===== src/rtl/vector_stepper.sv =====
// Vector display beam stepper: accepts DRAW/MOVE/EOF/NOP command words and walks
// the X/Y DAC codes along Bresenham lines, with a post-command settle dwell.
module vector_stepper #(
  parameter int DAC_WIDTH    = 8,
  parameter int CEASE_CYCLES = 2
) (
  input  logic                     clk,
  input  logic                     rst_n,
  input  logic [2*DAC_WIDTH+1:0]   in_data,
  input  logic                     in_valid,
  output logic                     in_ready,
  output logic [DAC_WIDTH-1:0]     x_out,
  output logic [DAC_WIDTH-1:0]     y_out,
  output logic                     beam_on,
  output logic                     busy,
  output logic                     frame_done
);

  localparam int DATAWIDTH = 2*DAC_WIDTH+2;
  localparam int EW        = DAC_WIDTH+2;
  localparam int CW        = (CEASE_CYCLES > 1) ? $clog2(CEASE_CYCLES) : 1;
  localparam logic [CW-1:0] SETTLE_LOAD = (CEASE_CYCLES > 0) ? CW'(CEASE_CYCLES-1) : '0;
  localparam logic HAS_SETTLE = (CEASE_CYCLES > 0);

  localparam logic [1:0] CMD_DRAW = 2'd0;
  localparam logic [1:0] CMD_MOVE = 2'd1;
  localparam logic [1:0] CMD_EOF  = 2'd2;
  localparam logic [1:0] CMD_NOP  = 2'd3;

  typedef enum logic [1:0] {IDLE = 2'd0, DRAW = 2'd1, SETTLE = 2'd2} state_t;

  state_t state, state_nxt;

  logic [1:0]            cmd;
  logic [DAC_WIDTH-1:0]  tgt_x, tgt_y;
  logic                  accept;

  logic [DAC_WIDTH-1:0]  tx_q, ty_q;
  logic [DAC_WIDTH-1:0]  dx_q, dy_q;
  logic                  sx_neg, sy_neg;
  logic signed [EW-1:0]  err_q;
  logic [CW-1:0]         settle_cnt;

  logic [DAC_WIDTH-1:0]  dx_new, dy_new;
  logic signed [EW-1:0]  err_new;

  logic signed [EW:0]    e2, dx_ext, dy_ext, sub_term, add_term, err_wide;
  logic                  move_x, move_y, reach;
  logic [DAC_WIDTH-1:0]  x_step, y_step;
  logic signed [EW-1:0]  err_step;

  assign cmd    = in_data[DATAWIDTH-1 -: 2];
  assign tgt_x  = in_data[2*DAC_WIDTH-1 -: DAC_WIDTH];
  assign tgt_y  = in_data[DAC_WIDTH-1:0];

  assign in_ready = rst_n && (state == IDLE);
  assign busy     = (state != IDLE);
  assign accept   = in_valid && in_ready;

  // Line setup for a freshly accepted DRAW, relative to the current beam position
  always_comb begin
    dx_new  = (tgt_x >= x_out) ? (tgt_x - x_out) : (x_out - tgt_x);
    dy_new  = (tgt_y >= y_out) ? (tgt_y - y_out) : (y_out - tgt_y);
    err_new = $signed({2'b00, dx_new}) - $signed({2'b00, dy_new});
  end

  // One Bresenham step; the major axis always advances, so the target is hit exactly
  always_comb begin
    e2       = {err_q, 1'b0};
    dx_ext   = $signed({3'b000, dx_q});
    dy_ext   = $signed({3'b000, dy_q});
    move_x   = (e2 > -dy_ext);
    move_y   = (e2 < dx_ext);
    sub_term = move_x ? dy_ext : '0;
    add_term = move_y ? dx_ext : '0;
    err_wide = {err_q[EW-1], err_q} - sub_term + add_term;
    err_step = err_wide[EW-1:0];
    x_step   = x_out;
    y_step   = y_out;
    if (move_x) x_step = sx_neg ? (x_out - 1'b1) : (x_out + 1'b1);
    if (move_y) y_step = sy_neg ? (y_out - 1'b1) : (y_out + 1'b1);
    reach    = (x_step == tx_q) && (y_step == ty_q);
  end

  always_ff @(posedge clk or negedge rst_n) begin
    if (!rst_n) state <= IDLE;
    else        state <= state_nxt;
  end

  always_comb begin
    state_nxt = state;
    case (state)
      IDLE: begin
        if (accept && cmd == CMD_DRAW)      state_nxt = DRAW;
        else if (accept && cmd == CMD_MOVE) state_nxt = HAS_SETTLE ? SETTLE : IDLE;
      end
      DRAW: begin
        if (reach) state_nxt = HAS_SETTLE ? SETTLE : IDLE;
      end
      SETTLE: begin
        if (settle_cnt == '0) state_nxt = IDLE;
      end
      default: state_nxt = IDLE;
    endcase
  end

  // Beam position, line parameters and the beam/frame outputs
  always_ff @(posedge clk or negedge rst_n) begin
    if (!rst_n) begin
      x_out      <= '0;
      y_out      <= '0;
      tx_q       <= '0;
      ty_q       <= '0;
      dx_q       <= '0;
      dy_q       <= '0;
      sx_neg     <= 1'b0;
      sy_neg     <= 1'b0;
      err_q      <= '0;
      settle_cnt <= '0;
      beam_on    <= 1'b0;
      frame_done <= 1'b0;
    end else begin
      frame_done <= 1'b0;
      case (state)
        IDLE: begin
          beam_on <= 1'b0;
          if (accept) begin
            case (cmd)
              CMD_DRAW: begin
                tx_q    <= tgt_x;
                ty_q    <= tgt_y;
                dx_q    <= dx_new;
                dy_q    <= dy_new;
                sx_neg  <= (tgt_x < x_out);
                sy_neg  <= (tgt_y < y_out);
                err_q   <= err_new;
                beam_on <= 1'b1;
              end
              CMD_MOVE: begin
                x_out      <= tgt_x;
                y_out      <= tgt_y;
                settle_cnt <= SETTLE_LOAD;
              end
              CMD_EOF:  frame_done <= 1'b1;
              CMD_NOP:  ;
              default:  ;
            endcase
          end
        end
        DRAW: begin
          x_out <= x_step;
          y_out <= y_step;
          err_q <= err_step;
          if (reach) begin
            settle_cnt <= SETTLE_LOAD;
            beam_on    <= HAS_SETTLE;
          end
        end
        SETTLE: begin
          if (settle_cnt == '0) beam_on <= 1'b0;
          else                  settle_cnt <= settle_cnt - 1'b1;
        end
        default: beam_on <= 1'b0;
      endcase
    end
  end

endmodule


===== config.mk =====
export PLATFORM = sky130hd
export DESIGN_NAME = vector_stepper
export DESIGN_NICKNAME = d
export VERILOG_FILES = /design/src/rtl/vector_stepper.sv
export SDC_FILE = /design/constraint.sdc
export NUM_CORES = 1
export LEC_CHECK = 0
export CORE_ASPECT_RATIO = 2
export CORE_MARGIN = 2
export CORE_UTILIZATION = 40
export CTS_CLUSTER_SIZE = 25
export DETAILED_ROUTE_END_ITERATION = 10
export GPL_ROUTABILITY_DRIVEN = 0
export PLACE_DENSITY = 0.59
export SLEW_MARGIN = 30
export SYNTH_ARGS = -nofsm -noshare
export SYNTH_HDL_FRONTEND = slang
export SYNTH_SLANG_ARGS = --single-unit

===== constraint.sdc =====
create_clock -name clk -period 5.8 [get_ports clk]
set_clock_uncertainty 0.1 [all_clocks]
set_input_delay 1.74 -clock clk [delete_from_list [all_inputs] [get_ports clk]]
set_output_delay 1.74 -clock clk [all_outputs]
set_load 0.03 [all_outputs]

==> reports/qor.csv <==
stage,metric,value,unit
clock_tree,H-tree Lvls,3,
worst_setup_path,worst path required time,5940,ps
place,HPWL Detailed,15550,microns
clock_tree,clock latency on the worst-skew pair,360,ps
min_path,HP Class,flop to flop,
logic_synthesis,register area share after synthesis,0.2515,
logic_synthesis,Mean Syn Cell Area,8.401,sq um
layout,layout cell share with drive strength beyond 1,0.1216,
drt,drt wl/cell,18.56,microns
logic_synthesis,post-synthesis cell type count,72,
logic_synthesis,cell count after synthesis,770,
logic_synthesis,"flops & latches, synth",65,
logic_synthesis,Synth async-reset ratio,1.000,
layout,area grow syn2layout,20.15,%
place,I/O Buffers,40,
worst_setup_path,Setup crit end kind,flop,
worst_setup_path,launching point of the worst reg2reg path,dy_q[3],
drt,DRC viols,0,
clock_tree,TritonCTS clock tree,built,
timing,Final setup viols,0,
worst_setup_path,CP top delay family,compound AO/OA/AOI/OAI gates,
clock_tree,Clock Tree Buf Depth,2,
global_route,number of global-route vias before repair,6281,
logic_synthesis,synthesized cell area,6469,sq um
logic_synthesis,post-synthesis mux area share,0.03017,
logic_synthesis,Post-synth top cells,"96 x inv_1, 93 x nand2_1, 79 x ha_1",
clock_tree,clk slew on worst S/H paths,60,ps
die,full die area,17270,sq um
min_path,Hold Crit Start,tx_q[7],
worst_setup_path,CP Cell Sequence,clkdlybuf4s50_1 -> inv_1 -> ha_1 -> fa_2 -> nor2b_1 -> o21a_1 -> o211ai_1 -> and3b_2 -> mux2_4 -> a221o_2 -> xnor2_1 -> ha_1 -> inv_1 -> a21oi_2 -> o21ai_0 -> a21oi_1 -> o21ai_0 -> a221oi_1 -> a21oi_1,
clock_tree,Post-CTS Setup Inserts,0,
timing,fmax,181.0,MHz
timing,Worst Max-Slew Pin Slew,638.8,ps
logic_synthesis,top-count cell post-synth,inv_1,
timing,worst hold slack,396.4,ps
logic_synthesis,largest family of logic cells by synthesized area,adder cells,
clock_tree,root buffer cell,clkbuf_16,
timing,Rel. slew slack,0.5728,
logic_synthesis,syn_nets,885,
timing,period utilization,0.9526,
timing,post-layout minimum cycle time,5525,ps
logic_synthesis,Post-synth EDFFs,0,
clock_tree,hold buffer count at CTS,0,
timing,Max Slew Vio Count,0,
logic_synthesis,synth top area cells,"dfrtp_1 25%, ha_1 15%, inv_1 5.6%",
logic_synthesis,"Top FF cell, synth",dfrtp_1,
layout,Fillers,1559,
die,Initial Util,0.4100,
die,# IOs,41,
die,Horiz. Die Dim,93.92,microns
timing,endpoints failing hold,0,
global_route,Global Route Usage Sum,0.2392,
layout,Ant. Diodes,0,
drt,DR vias/cell,5.537,
die,Core Region,15780,sq um
worst_setup_path,crit path buf inv count,3,
drt,1st-pass router iterations,4,
global_route,GRT overflow,0,
logic_synthesis,XOR/XNOR share of the synthesized area,0.08201,
global_route,global-route wire length before repair,31550,microns
worst_setup_path,crit path max fanout,5,
clock_tree,clk sinks,65,
global_route,initial antenna violation count,0,
logic_synthesis,adder-cell area share of the yosys netlist,0.1992,
logic_synthesis,share of the synthesized area in the top cell type,0.2515,
drt,drt initial violations,217,
status,outcome,"finished, final reports clean",
logic_synthesis,YS warnings,0,
die,Die H,183.8,microns
clock_tree,CTS Buf Count,9,
drt,routed wire length,19600,microns
worst_setup_path,CP startpoint,in_data[0],
worst_setup_path,critical path startpoint category,primary input,
layout,register area,1627,sq um
timing,RSZ-0062 raised after global routing,no,
worst_setup_path,"slowest stage delay, CP",480,ps
worst_setup_path,"slowest stage cell, crit path",clkdlybuf4s50_1,
global_route,largest net degree at the start of global routing,66,
worst_setup_path,CP arrival,5660,ps
layout,Total Nets Final,965,
worst_setup_path,crit path kind,primary input to flop,
logic_synthesis,largest area contributor in the netlist,dfrtp_1,
die,Core Rows,65,
drt,DR vias,5847,
layout,multi-input logic area,4422,sq um
logic_synthesis,Compound-Gate Fraction of Synth Area,0.1979,
drt,number of nets with antenna violations after routing,0,
logic_synthesis,Synth Area in Simple Gates,0.1638,
job,max-cap viol count,0,
sequential cells by signal, indices dropped and copies added, names as in the netlist:
| signal | count |
|---|---|
| err_q | 10 |
| dx_q | 8 |
| dy_q | 8 |
| tx_q | 8 |
| ty_q | 8 |
| x_out | 8 |
| y_out | 8 |
| state | 2 |
| beam_on | 1 |
| frame_done | 1 |
| settle_cnt | 1 |
| sx_neg | 1 |
| sy_neg | 1 |
timing repair:
action | 4_1_cts | 5_1_grt
pin swaps | 0 | 6
gates resized for setup | 2 | 13
setup endpoints to repair | 3 | 4
cells by family after synthesis:
| logic type | after synthesis |
|---|---|
| buffers and inverters | 119 |
| DFF | 65 |
| and+or+nand+nor | 220 |
| xor gates and xnor gates | 59 |
| muxes | 18 |
| adders and majority gates | 94 |
| AOI/OAI and AO/OA | 195 |
tightest hold or removal path: stages, from the launching register on:
cell     delay [ps]
dfrtp_1         350
nand2_1          50
nand2_1          60
through the flow:
step | util | cells | worst slack, ps | area [sq um] | TNS, ps
2_1_floorplan | - | 770 | 614.6 | 6469 | 0
3_3_place_gp | 0.4676 | 1039 | -63.19 | 7377 | -156.7
3_5_place_dp | 0.4676 | 1039 | -153.0 | 7377 | -478.6
4_1_cts | 0.4874 | 1055 | 59.62 | 7690 | 0
5_1_grt | 0.4926 | 1056 | 15.29 | 7772 | 0
6_report | 0.4926 | 1056 | 275.1 | 7772 | 0
routing by layer:
| metal | part of all wire | global-route usage |
|---|---|---|
| met5 | 0 | 0 |
| met4 | 0.049 | 0.1351 |
| met3 | 0.026 | 0.03239 |
| met2 | 0.57 | 0.4640 |
| met1 | 0.36 | 0.2325 |
worst paths after layout:
path,endpoint,slack (ps),cells past startpoint
min,tx_q[7],400,2
max in group asynchronous,y_out[1],3770,3
max,err_q[8],280,19
max reg2reg,err_q[9],300,23
min reg2reg,tx_q[7],400,2
min in group asynchronous,tx_q[7],1280,2
layout make-up:
cell class / count / share of cell area
clock buffers: 10 / 0.03075
well taps: 201 / 0.03236
clock inverters: 6 / 0.008693
flip-flops and latches: 65 / 0.2093
multi-input cells: 586 / 0.5689
repair buffers: 92 / 0.1037
inverters: 96 / 0.04636
layout by cell type, fill, tap and decap left out, types with 6 or more instances in the layout:
| cell | synthesis | final |
|---|---|---|
| nor2_1 | 34 | 33 |
| buf_4 | 0 | 51 |
| clkbuf_16 | 0 | 9 |
| mux2i_1 | 9 | 8 |
| o221ai_1 | 11 | 11 |
| ha_1 | 79 | 78 |
| nand4_1 | 7 | 7 |
| nand3_1 | 9 | 9 |
| xor2_1 | 22 | 22 |
| fa_1 | 15 | 14 |
| nand2b_1 | 6 | 6 |
| nor3_1 | 11 | 10 |
| inv_1 | 96 | 96 |
| clkdlybuf4s50_1 | 0 | 39 |
| and2_1 | 13 | 13 |
| o21ai_0 | 55 | 54 |
| a21oi_1 | 49 | 47 |
| xnor2_1 | 36 | 36 |
| mux2_2 | 8 | 8 |
| a211oi_1 | 10 | 10 |
| a21o_1 | 15 | 15 |
| nor2b_1 | 13 | 12 |
| nand2_1 | 93 | 93 |
| dfrtp_1 | 65 | 65 |
Power is not shown: default switching activity piles up to over one toggle a cycle in this logic, so the estimate is an artifact.
